$ cat src/rtl/conv_mac_engine_if.sv
// Handshake bundle for conv_mac_engine: input beat stream (data/kernel vectors)
// and accumulated-result stream. The engine connects to the slave modport.
interface conv_mac_engine_if #(
   parameter int DATA_W  = 8,
   parameter int LEN     = 8,
   parameter int GUARD_W = 8,
   parameter int BEAT_W  = 8
);
   localparam int RES_W = 2 * DATA_W + $clog2(LEN) + GUARD_W;

   logic [LEN*DATA_W-1:0] data;
   logic [LEN*DATA_W-1:0] kernel;
   logic                  in_last;
   logic                  in_valid;
   logic                  in_ready;
   logic [RES_W-1:0]      result;
   logic [BEAT_W-1:0]     result_beats;
   logic                  result_sat;
   logic                  out_valid;
   logic                  out_ready;

   modport master (
      output data, kernel, in_last, in_valid, out_ready,
      input  in_ready, result, result_beats, result_sat, out_valid
   );

   modport slave (
      input  data, kernel, in_last, in_valid, out_ready,
      output in_ready, result, result_beats, result_sat, out_valid
   );
endinterface

$ cat src/rtl/conv_mac_engine.sv
// Three-stage LEN-lane multiply / adder-tree / packet accumulator engine.
// Define CONV_MAC_SATURATE_EN to clamp accumulator overflow and report it on result_sat.
module conv_mac_engine #(
   parameter int DATA_W  = 8,
   parameter int LEN     = 8,
   parameter int SIGNED  = 0,
   parameter int GUARD_W = 8,
   parameter int BEAT_W  = 8
) (
   input  logic             clk,
   input  logic             rst,
   conv_mac_engine_if.slave bus
);
   localparam int PROD_W = 2 * DATA_W;
   localparam int RES_W  = PROD_W + $clog2(LEN) + GUARD_W;
   localparam int EXT_W  = RES_W - PROD_W;
   localparam logic [BEAT_W-1:0] BEAT_MAX = '1;
   localparam logic [BEAT_W-1:0] BEAT_ONE = BEAT_W'(1);

   logic                en;
   logic [PROD_W-1:0]   prod_next   [LEN];
   logic [PROD_W-1:0]   s1_prod_reg [LEN];
   logic                s1_valid_reg;
   logic                s1_last_reg;
   logic [RES_W-1:0]    node        [2*LEN-1];
   logic [RES_W-1:0]    tree_sum;
   logic [RES_W-1:0]    s2_sum_reg;
   logic                s2_valid_reg;
   logic                s2_last_reg;
   logic [RES_W-1:0]    acc_reg;
   logic [RES_W-1:0]    acc_next;
   logic [BEAT_W-1:0]   beat_cnt_reg;
   logic [BEAT_W-1:0]   beat_next;
   logic [RES_W-1:0]    result_reg;
   logic [BEAT_W-1:0]   result_beats_reg;
   logic                out_valid_reg;

   // The whole pipeline stalls only while a finished result waits for its consumer.
   assign en           = !out_valid_reg || bus.out_ready;
   assign bus.in_ready = en;

   genvar gi;
   generate
      for (gi = 0; gi < LEN; gi++) begin : g_lane
         logic [DATA_W-1:0] d_lane;
         logic [DATA_W-1:0] k_lane;
         logic [PROD_W-1:0] d_ext;
         logic [PROD_W-1:0] k_ext;

         assign d_lane = bus.data[gi*DATA_W +: DATA_W];
         assign k_lane = bus.kernel[gi*DATA_W +: DATA_W];

         if (SIGNED != 0) begin : g_signed
            assign d_ext = {{DATA_W{d_lane[DATA_W-1]}}, d_lane};
            assign k_ext = {{DATA_W{k_lane[DATA_W-1]}}, k_lane};
         end else begin : g_unsigned
            assign d_ext = {{DATA_W{1'b0}}, d_lane};
            assign k_ext = {{DATA_W{1'b0}}, k_lane};
         end

         // Low 2*DATA_W bits of the extended product are exact in both modes.
         assign prod_next[gi] = d_ext * k_ext;
      end
   endgenerate

   function automatic logic [RES_W-1:0] extend(input logic [PROD_W-1:0] p);
      if (SIGNED != 0) begin
         return {{EXT_W{p[PROD_W-1]}}, p};
      end
      return {{EXT_W{1'b0}}, p};
   endfunction

   // Binary heap adder tree: leaves at LEN-1..2*LEN-2, root at node 0.
   always_comb begin
      for (int i = 0; i < 2 * LEN - 1; i++) begin
         node[i] = '0;
      end
      for (int i = 0; i < LEN; i++) begin
         node[LEN-1+i] = extend(s1_prod_reg[i]);
      end
      for (int i = LEN - 2; i >= 0; i--) begin
         node[i] = node[2*i+1] + node[2*i+2];
      end
   end

   assign tree_sum  = node[0];
   assign beat_next = (beat_cnt_reg == BEAT_MAX) ? beat_cnt_reg : beat_cnt_reg + BEAT_ONE;

`ifdef CONV_MAC_SATURATE_EN
   logic [RES_W:0] wide_sum;
   logic           acc_ovf;
   logic           sat_reg;
   logic           result_sat_reg;

   always_comb begin
      if (SIGNED != 0) begin
         wide_sum = {acc_reg[RES_W-1], acc_reg} + {s2_sum_reg[RES_W-1], s2_sum_reg};
      end else begin
         wide_sum = {1'b0, acc_reg} + {1'b0, s2_sum_reg};
      end
      acc_ovf  = 1'b0;
      acc_next = wide_sum[RES_W-1:0];
      if (SIGNED != 0) begin
         // Signed overflow shows as disagreement between the two top bits.
         if (wide_sum[RES_W] != wide_sum[RES_W-1]) begin
            acc_ovf  = 1'b1;
            acc_next = wide_sum[RES_W] ? {1'b1, {(RES_W-1){1'b0}}} : {1'b0, {(RES_W-1){1'b1}}};
         end
      end else if (wide_sum[RES_W]) begin
         acc_ovf  = 1'b1;
         acc_next = '1;
      end
   end

   always_ff @(posedge clk or negedge rst) begin
      if (!rst) begin
         sat_reg        <= 1'b0;
         result_sat_reg <= 1'b0;
      end else if (en && s2_valid_reg) begin
         if (s2_last_reg) begin
            result_sat_reg <= sat_reg | acc_ovf;
            sat_reg        <= 1'b0;
         end else begin
            sat_reg <= sat_reg | acc_ovf;
         end
      end
   end

   assign bus.result_sat = result_sat_reg;
`else
   assign acc_next       = acc_reg + s2_sum_reg;
   assign bus.result_sat = 1'b0;
`endif

   always_ff @(posedge clk or negedge rst) begin
      if (!rst) begin
         for (int i = 0; i < LEN; i++) begin
            s1_prod_reg[i] <= '0;
         end
         s1_valid_reg     <= 1'b0;
         s1_last_reg      <= 1'b0;
         s2_sum_reg       <= '0;
         s2_valid_reg     <= 1'b0;
         s2_last_reg      <= 1'b0;
         acc_reg          <= '0;
         beat_cnt_reg     <= '0;
         result_reg       <= '0;
         result_beats_reg <= '0;
         out_valid_reg    <= 1'b0;
      end else if (en) begin
         s1_valid_reg <= bus.in_valid;
         s1_last_reg  <= bus.in_valid && bus.in_last;
         if (bus.in_valid) begin
            for (int i = 0; i < LEN; i++) begin
               s1_prod_reg[i] <= prod_next[i];
            end
         end

         s2_sum_reg   <= tree_sum;
         s2_valid_reg <= s1_valid_reg;
         s2_last_reg  <= s1_last_reg;

         // A result is either replaced by the next one or retired on this edge.
         out_valid_reg <= 1'b0;
         if (s2_valid_reg) begin
            if (s2_last_reg) begin
               result_reg       <= acc_next;
               result_beats_reg <= beat_next;
               out_valid_reg    <= 1'b1;
               acc_reg          <= '0;
               beat_cnt_reg     <= '0;
            end else begin
               acc_reg      <= acc_next;
               beat_cnt_reg <= beat_next;
            end
         end
      end
   end

   assign bus.result       = result_reg;
   assign bus.result_beats = result_beats_reg;
   assign bus.out_valid    = out_valid_reg;
endmodule

$ cat src/flat_wrapper.sv
// flat-port wrapper written by rule: the top's interface ports become plain ports
module conv_mac_engine_flat 
#(
   parameter int DATA_W  = 8,
   parameter int LEN     = 8,
   parameter int SIGNED  = 0,
   parameter int GUARD_W = 8,
   parameter int BEAT_W  = 8
)
  (clk, rst, bus_data, bus_kernel, bus_in_last, bus_in_valid, bus_out_ready, bus_in_ready, bus_result, bus_result_beats, bus_result_sat, bus_out_valid);
  conv_mac_engine_if #(.DATA_W(DATA_W), .LEN(LEN), .GUARD_W(GUARD_W), .BEAT_W(BEAT_W)) bus_i ();
  input  logic clk;
  input  logic rst;
  input wire logic [$bits(bus_i.data)-1:0] bus_data;
  input wire logic [$bits(bus_i.kernel)-1:0] bus_kernel;
  input wire logic [$bits(bus_i.in_last)-1:0] bus_in_last;
  input wire logic [$bits(bus_i.in_valid)-1:0] bus_in_valid;
  input wire logic [$bits(bus_i.out_ready)-1:0] bus_out_ready;
  output wire logic [$bits(bus_i.in_ready)-1:0] bus_in_ready;
  output wire logic [$bits(bus_i.result)-1:0] bus_result;
  output wire logic [$bits(bus_i.result_beats)-1:0] bus_result_beats;
  output wire logic [$bits(bus_i.result_sat)-1:0] bus_result_sat;
  output wire logic [$bits(bus_i.out_valid)-1:0] bus_out_valid;
  assign bus_i.data = bus_data;
  assign bus_i.kernel = bus_kernel;
  assign bus_i.in_last = bus_in_last;
  assign bus_i.in_valid = bus_in_valid;
  assign bus_i.out_ready = bus_out_ready;
  assign bus_in_ready = bus_i.in_ready;
  assign bus_result = bus_i.result;
  assign bus_result_beats = bus_i.result_beats;
  assign bus_result_sat = bus_i.result_sat;
  assign bus_out_valid = bus_i.out_valid;
  conv_mac_engine #(.DATA_W(DATA_W), .LEN(LEN), .SIGNED(SIGNED), .GUARD_W(GUARD_W), .BEAT_W(BEAT_W)) u_core (.clk(clk), .rst(rst), .bus(bus_i));
endmodule
$ cat config.mk
export PLATFORM = sky130hd
export DESIGN_NAME = conv_mac_engine_flat
export DESIGN_NICKNAME = d
export VERILOG_FILES = /design/src/rtl/conv_mac_engine_if.sv /design/src/rtl/conv_mac_engine.sv /design/src/flat_wrapper.sv
export SDC_FILE = /design/constraint.sdc
export NUM_CORES = 2
export LEC_CHECK = 0
export ABC_CLOCK_PERIOD_IN_PS = 9900
export BUFFER_PORTS_ARGS = -buffer_cell sky130_fd_sc_hd__buf_2
export CAP_MARGIN = 20
export CORE_MARGIN = 4
export CORE_UTILIZATION = 47
export CTS_BUF_LIST = sky130_fd_sc_hd__clkbuf_8
export CTS_CLUSTER_DIAMETER = 80
export DETAILED_ROUTE_END_ITERATION = 16
export MAX_ROUTING_LAYER = met4
export PLACE_DENSITY = 0.66
export SETUP_SLACK_MARGIN = 0.1
export SLEW_MARGIN = 10
export SYNTH_ARGS = -nofsm -noshare
export SYNTH_HDL_FRONTEND = slang
export SYNTH_SLANG_ARGS = --single-unit
$ cat constraint.sdc
create_clock -name clk -period 9.9 [get_ports clk]
set_input_delay 1.485 -clock clk [delete_from_list [all_inputs] [get_ports clk]]
set_output_delay 1.485 -clock clk [all_outputs]
set_load 0.03 [all_outputs]
==> PnR_summary.wiki <==
{| class="wikitable"
! Metric !! Value
|-
| Final min period || ~5.2 ns
|-
| Crit path largest cell delay || 0.49 ns
|-
| Count of routing violations after the opening detailed-route iteration || between 900 and 1000
|-
| Worst reg2reg path depth || 19
|-
| Largest net degree at the start of global routing || 97
|-
| Reg clk slew, reported paths || approximately 0.06 ns
|-
| Class of the most critical setup path || flop to flop
|-
| Start point of the critical path || u_core.node[81]
|-
| Hold path cells || 2
|-
| Average detailed-routed wire length per instance || roughly 15 um
|-
| RSZ-0062 raised after global routing || no
|-
| Mean instance size in the synthesized netlist || 8.827 um^2
|-
| CTS H-tree lvls || 2
|-
| Clock buffer count from CTS || 39
|-
| Nets in the synthesized netlist || approximately 4200
|-
| Total count of max-transition violations in the final report || 0
|-
| Flip-flop count of the largest register, all copies and words added || ~130
|-
| End point of the critical path || u_core.s2_sum_reg[15]
|-
| First-pass GRT wire length || around 110000 um
|-
| Top library cells by usage in the layout, fill and taps aside || nand2_1 (563), inv_1 (463), ha_1 (390)
|-
| Vias in the first global route || 23150
|-
| Clock sinks || between 200 and 250
|-
| Primary flip-flop cell chosen by synthesis mapping || dfrtp_1
|-
| Combined area of all synthesized cells || 0.02964 mm^2
|-
| Class of the worst hold path || flop to flop
|-
| Die width || about 260 um
|-
| Worst-case clock skew || about 0.029 ns
|-
| Initial antenna violation count || 0
|-
| Flops & latches, synth || around 220
|-
| Category of the worst setup path capture point || flop
|-
| Total Wirelength || approximately 66000 um
|-
| Number of resized instances in the post-cts repair step || 0
|-
| Netlist cell types || 74
|-
| Total GRT Usage || about a fifth
|-
| Most common cell after layout, fill and taps aside || nand2_1
|-
| Cell count after synthesis || between 3000 and 4000
|-
| Final setup slack of the worst path || between 4 and 5 ns
|-
| Root Buffer || clkbuf_8
|-
| Cell chain of the critical path || ha_1 -> fa_1 -> a21o_1 -> a21oi_1 -> o21bai_1 -> a21oi_1 -> o211ai_1 -> xnor2_1 -> fa_1 -> fa_1 -> inv_1 -> ha_1 -> a21o_1 -> a21o_1 -> a21oi_1 -> o21ai_1 -> a21o_1 -> a211o_1 -> a22o_1
|-
| Endpoint arrival time on the critical path || about 5.6 ns
|-
| Worst reg2reg path startpoint || u_core.node[81]
|-
| CTS tree || built
|-
| Die area || between 0.06 and 0.07 mm^2
|-
| Final setup violating endpoints || 0
|-
| Post-synthesis sequential area ratio || 18.74%
|-
| Proportion of synthesized flip-flops having asynchronous set or reset || 100.0%
|-
| Cell with the most instances on the worst path || a21o_1
|-
| Initial Util || 47.77%
|-
| Die height || about 260 um
|-
| Hold buffer count at cts || 0
|-
| Ports || 171
|-
| Final HPWL DP || 53520 um
|-
| Hold Vio Cnt, Final || 0
|-
| Startpoint class of the critical path || flop
|-
| Aggregate negative setup slack || 0 ns
|-
| Slew @ Worst Pin || roughly 0.94 ns
|-
| Fill cell instance count of the final layout || 5915
|-
| Worst-case clock buffer depth || 3
|-
| Crit Path Max Fanout || 6
|-
| EDFF count, synth || 0
|-
| Top cells by area, synth || fa_1 (22%), dfrtp_1 (19%), ha_1 (16%)
|-
| # DRC || 0
|-
| Reg-to-reg setup timing slack || ~4.7 ns
|-
| Cell with the biggest individual delay on the critical path || fa_1
|-
| Post-place setup slack || ~4.2 ns
|-
| Warning count from the yosys run || 0
|-
| Ratio of cells with drive above 1 in the final layout || under 10%
|-
| Top achievable clock speed || roughly 0.19 GHz
|-
| Post-route antenna net violation count || 0
|-
| Status || complete, no violations
|-
| Via count normalized by instance count || between 5 and 6
|-
| Buffers inserted during post-CTS setup optimization || 0
|-
| Post-synthesis to final-layout area growth || 8.535%
|-
| Final antenna diode count || 0
|-
| Remaining Overflow, GRT || 0
|-
| Cell accounting for the most synthesized area || fa_1
|-
| Count of standard-cell rows || between 90 and 100
|-
| Worst rel slew slack || between 30% and 40%
|-
| Total number of vias || about 23000
|-
| Fraction of synthesized cell area taken by the top area cell type || 22.08%
|-
| Total core area || 0.06205 mm^2
|-
| Share of the clock period used by the worst path || between 50% and 60%
|-
| Max-cap violation count || 0
|-
| Required time of the critical path || between 10 and 15 ns
|-
| Layout Nets || 4367
|-
| Clock network latency to the later pin of the worst-skew pair || 0.56 ns
|-
| Length of the first detailed-routing pass in iterations || 4
|-
| End of the worst register-to-register path || u_core.s2_sum_reg[15]
|-
| Number of buffers added on ports || about 170
|-
| Final weighted congestion of routability-driven global placement || roughly 0.87
|}
[cells in the mapped netlist, types with 21 or more instances]
| cell type | n |
|---|---|
| ha_1 | 390 |
| nor2b_1 | 25 |
| o21ai_1 | 44 |
| nand2b_1 | 22 |
| o21a_1 | 29 |
| dfrtp_1 | 222 |
| clkbuf_1 | 28 |
| a31oi_1 | 21 |
| o21ai_0 | 165 |
| or3_1 | 30 |
| fa_1 | 327 |
| nand2_1 | 565 |
| xnor2_1 | 85 |
| a21oi_1 | 122 |
| nor3_1 | 48 |
| xor2_1 | 68 |
| nand3_1 | 41 |
| a21o_1 | 49 |
| inv_1 | 454 |
| nor2_1 | 106 |
| and2_1 | 265 |
[stage by stage]
step	hold WS [ns]	utilization (%)	instances	area (um^2)
final	0.4703	51.85	4380	32170
after detailed placement	0.4590	50.55	4313	31370
after floorplan	0.4386	-	3358	29640
after CTS	0.4769	51.85	4380	32170
after global routing	0.4897	51.85	4380	32170
after global placement	0.4554	50.55	4313	31370
[critical path, delay by kind of cell (launching register included)]
| family | cells | cell delay (ns) |
|---|---|---|
| AOI/OAI and AO/OA | 12 | 2.42 |
| xor gates and xnor gates | 1 | 0.25 |
| adders and majority gates | 5 | 1.94 |
| buffers and inverters | 1 | 0.04 |
| DFF | 1 | 0.41 |
[cell type report]
type | instances | area [um^2] | share of cell area [%]
well taps | 837 | 1047 | 3.255
multi-input cells | 2623 | 22150 | 68.84
clock inverters | 16 | 103.9 | 0.3228
repair buffers | 176 | 908.4 | 2.823
inverters | 455 | 1708 | 5.309
clock buffers | 51 | 701.9 | 2.182
flip-flops and latches | 222 | 5555 | 17.27
[per-layer routing]
layer	vias up	share of wire, %	GRT usage [%]
li1	11360	-	-
met1	10960	47	27.80
met2	298	49	35.32
met3	42	3.1	1.805
met4	0	0.92	2.473
met5	-	0	-
[logic make-up after synthesis]
logic type	Yosys count	synth area share (%)
AOI/OAI and AO/OA	589	12.73
xor gates and xnor gates	153	4.521
adders and majority gates	717	38.55
buffers and inverters	513	6.589
DFF	222	18.74
muxes	15	0.5445
other	1	0.01265
and+or+nand+nor	1148	18.31
[how the worst min path moves through the flow]
| stage | from | endpoint |
|---|---|---|
| after global routing | u_core.s1_last_reg | u_core.s1_last_reg |
| after floorplan | u_core.s1_last_reg | u_core.s1_last_reg |
| after detailed placement | u_core.s1_last_reg | u_core.s1_last_reg |
| final | u_core.bus.result_beats[0] | u_core.bus.result_beats[0] |
| after CTS | u_core.s1_last_reg | u_core.s1_last_reg |
| after global placement | u_core.bus.result_beats[5] | u_core.bus.result_beats[5] |
Power is left out: the tool's default activity adds up to more than one toggle a clock period on the data nets, which glitch-free logic cannot reach.
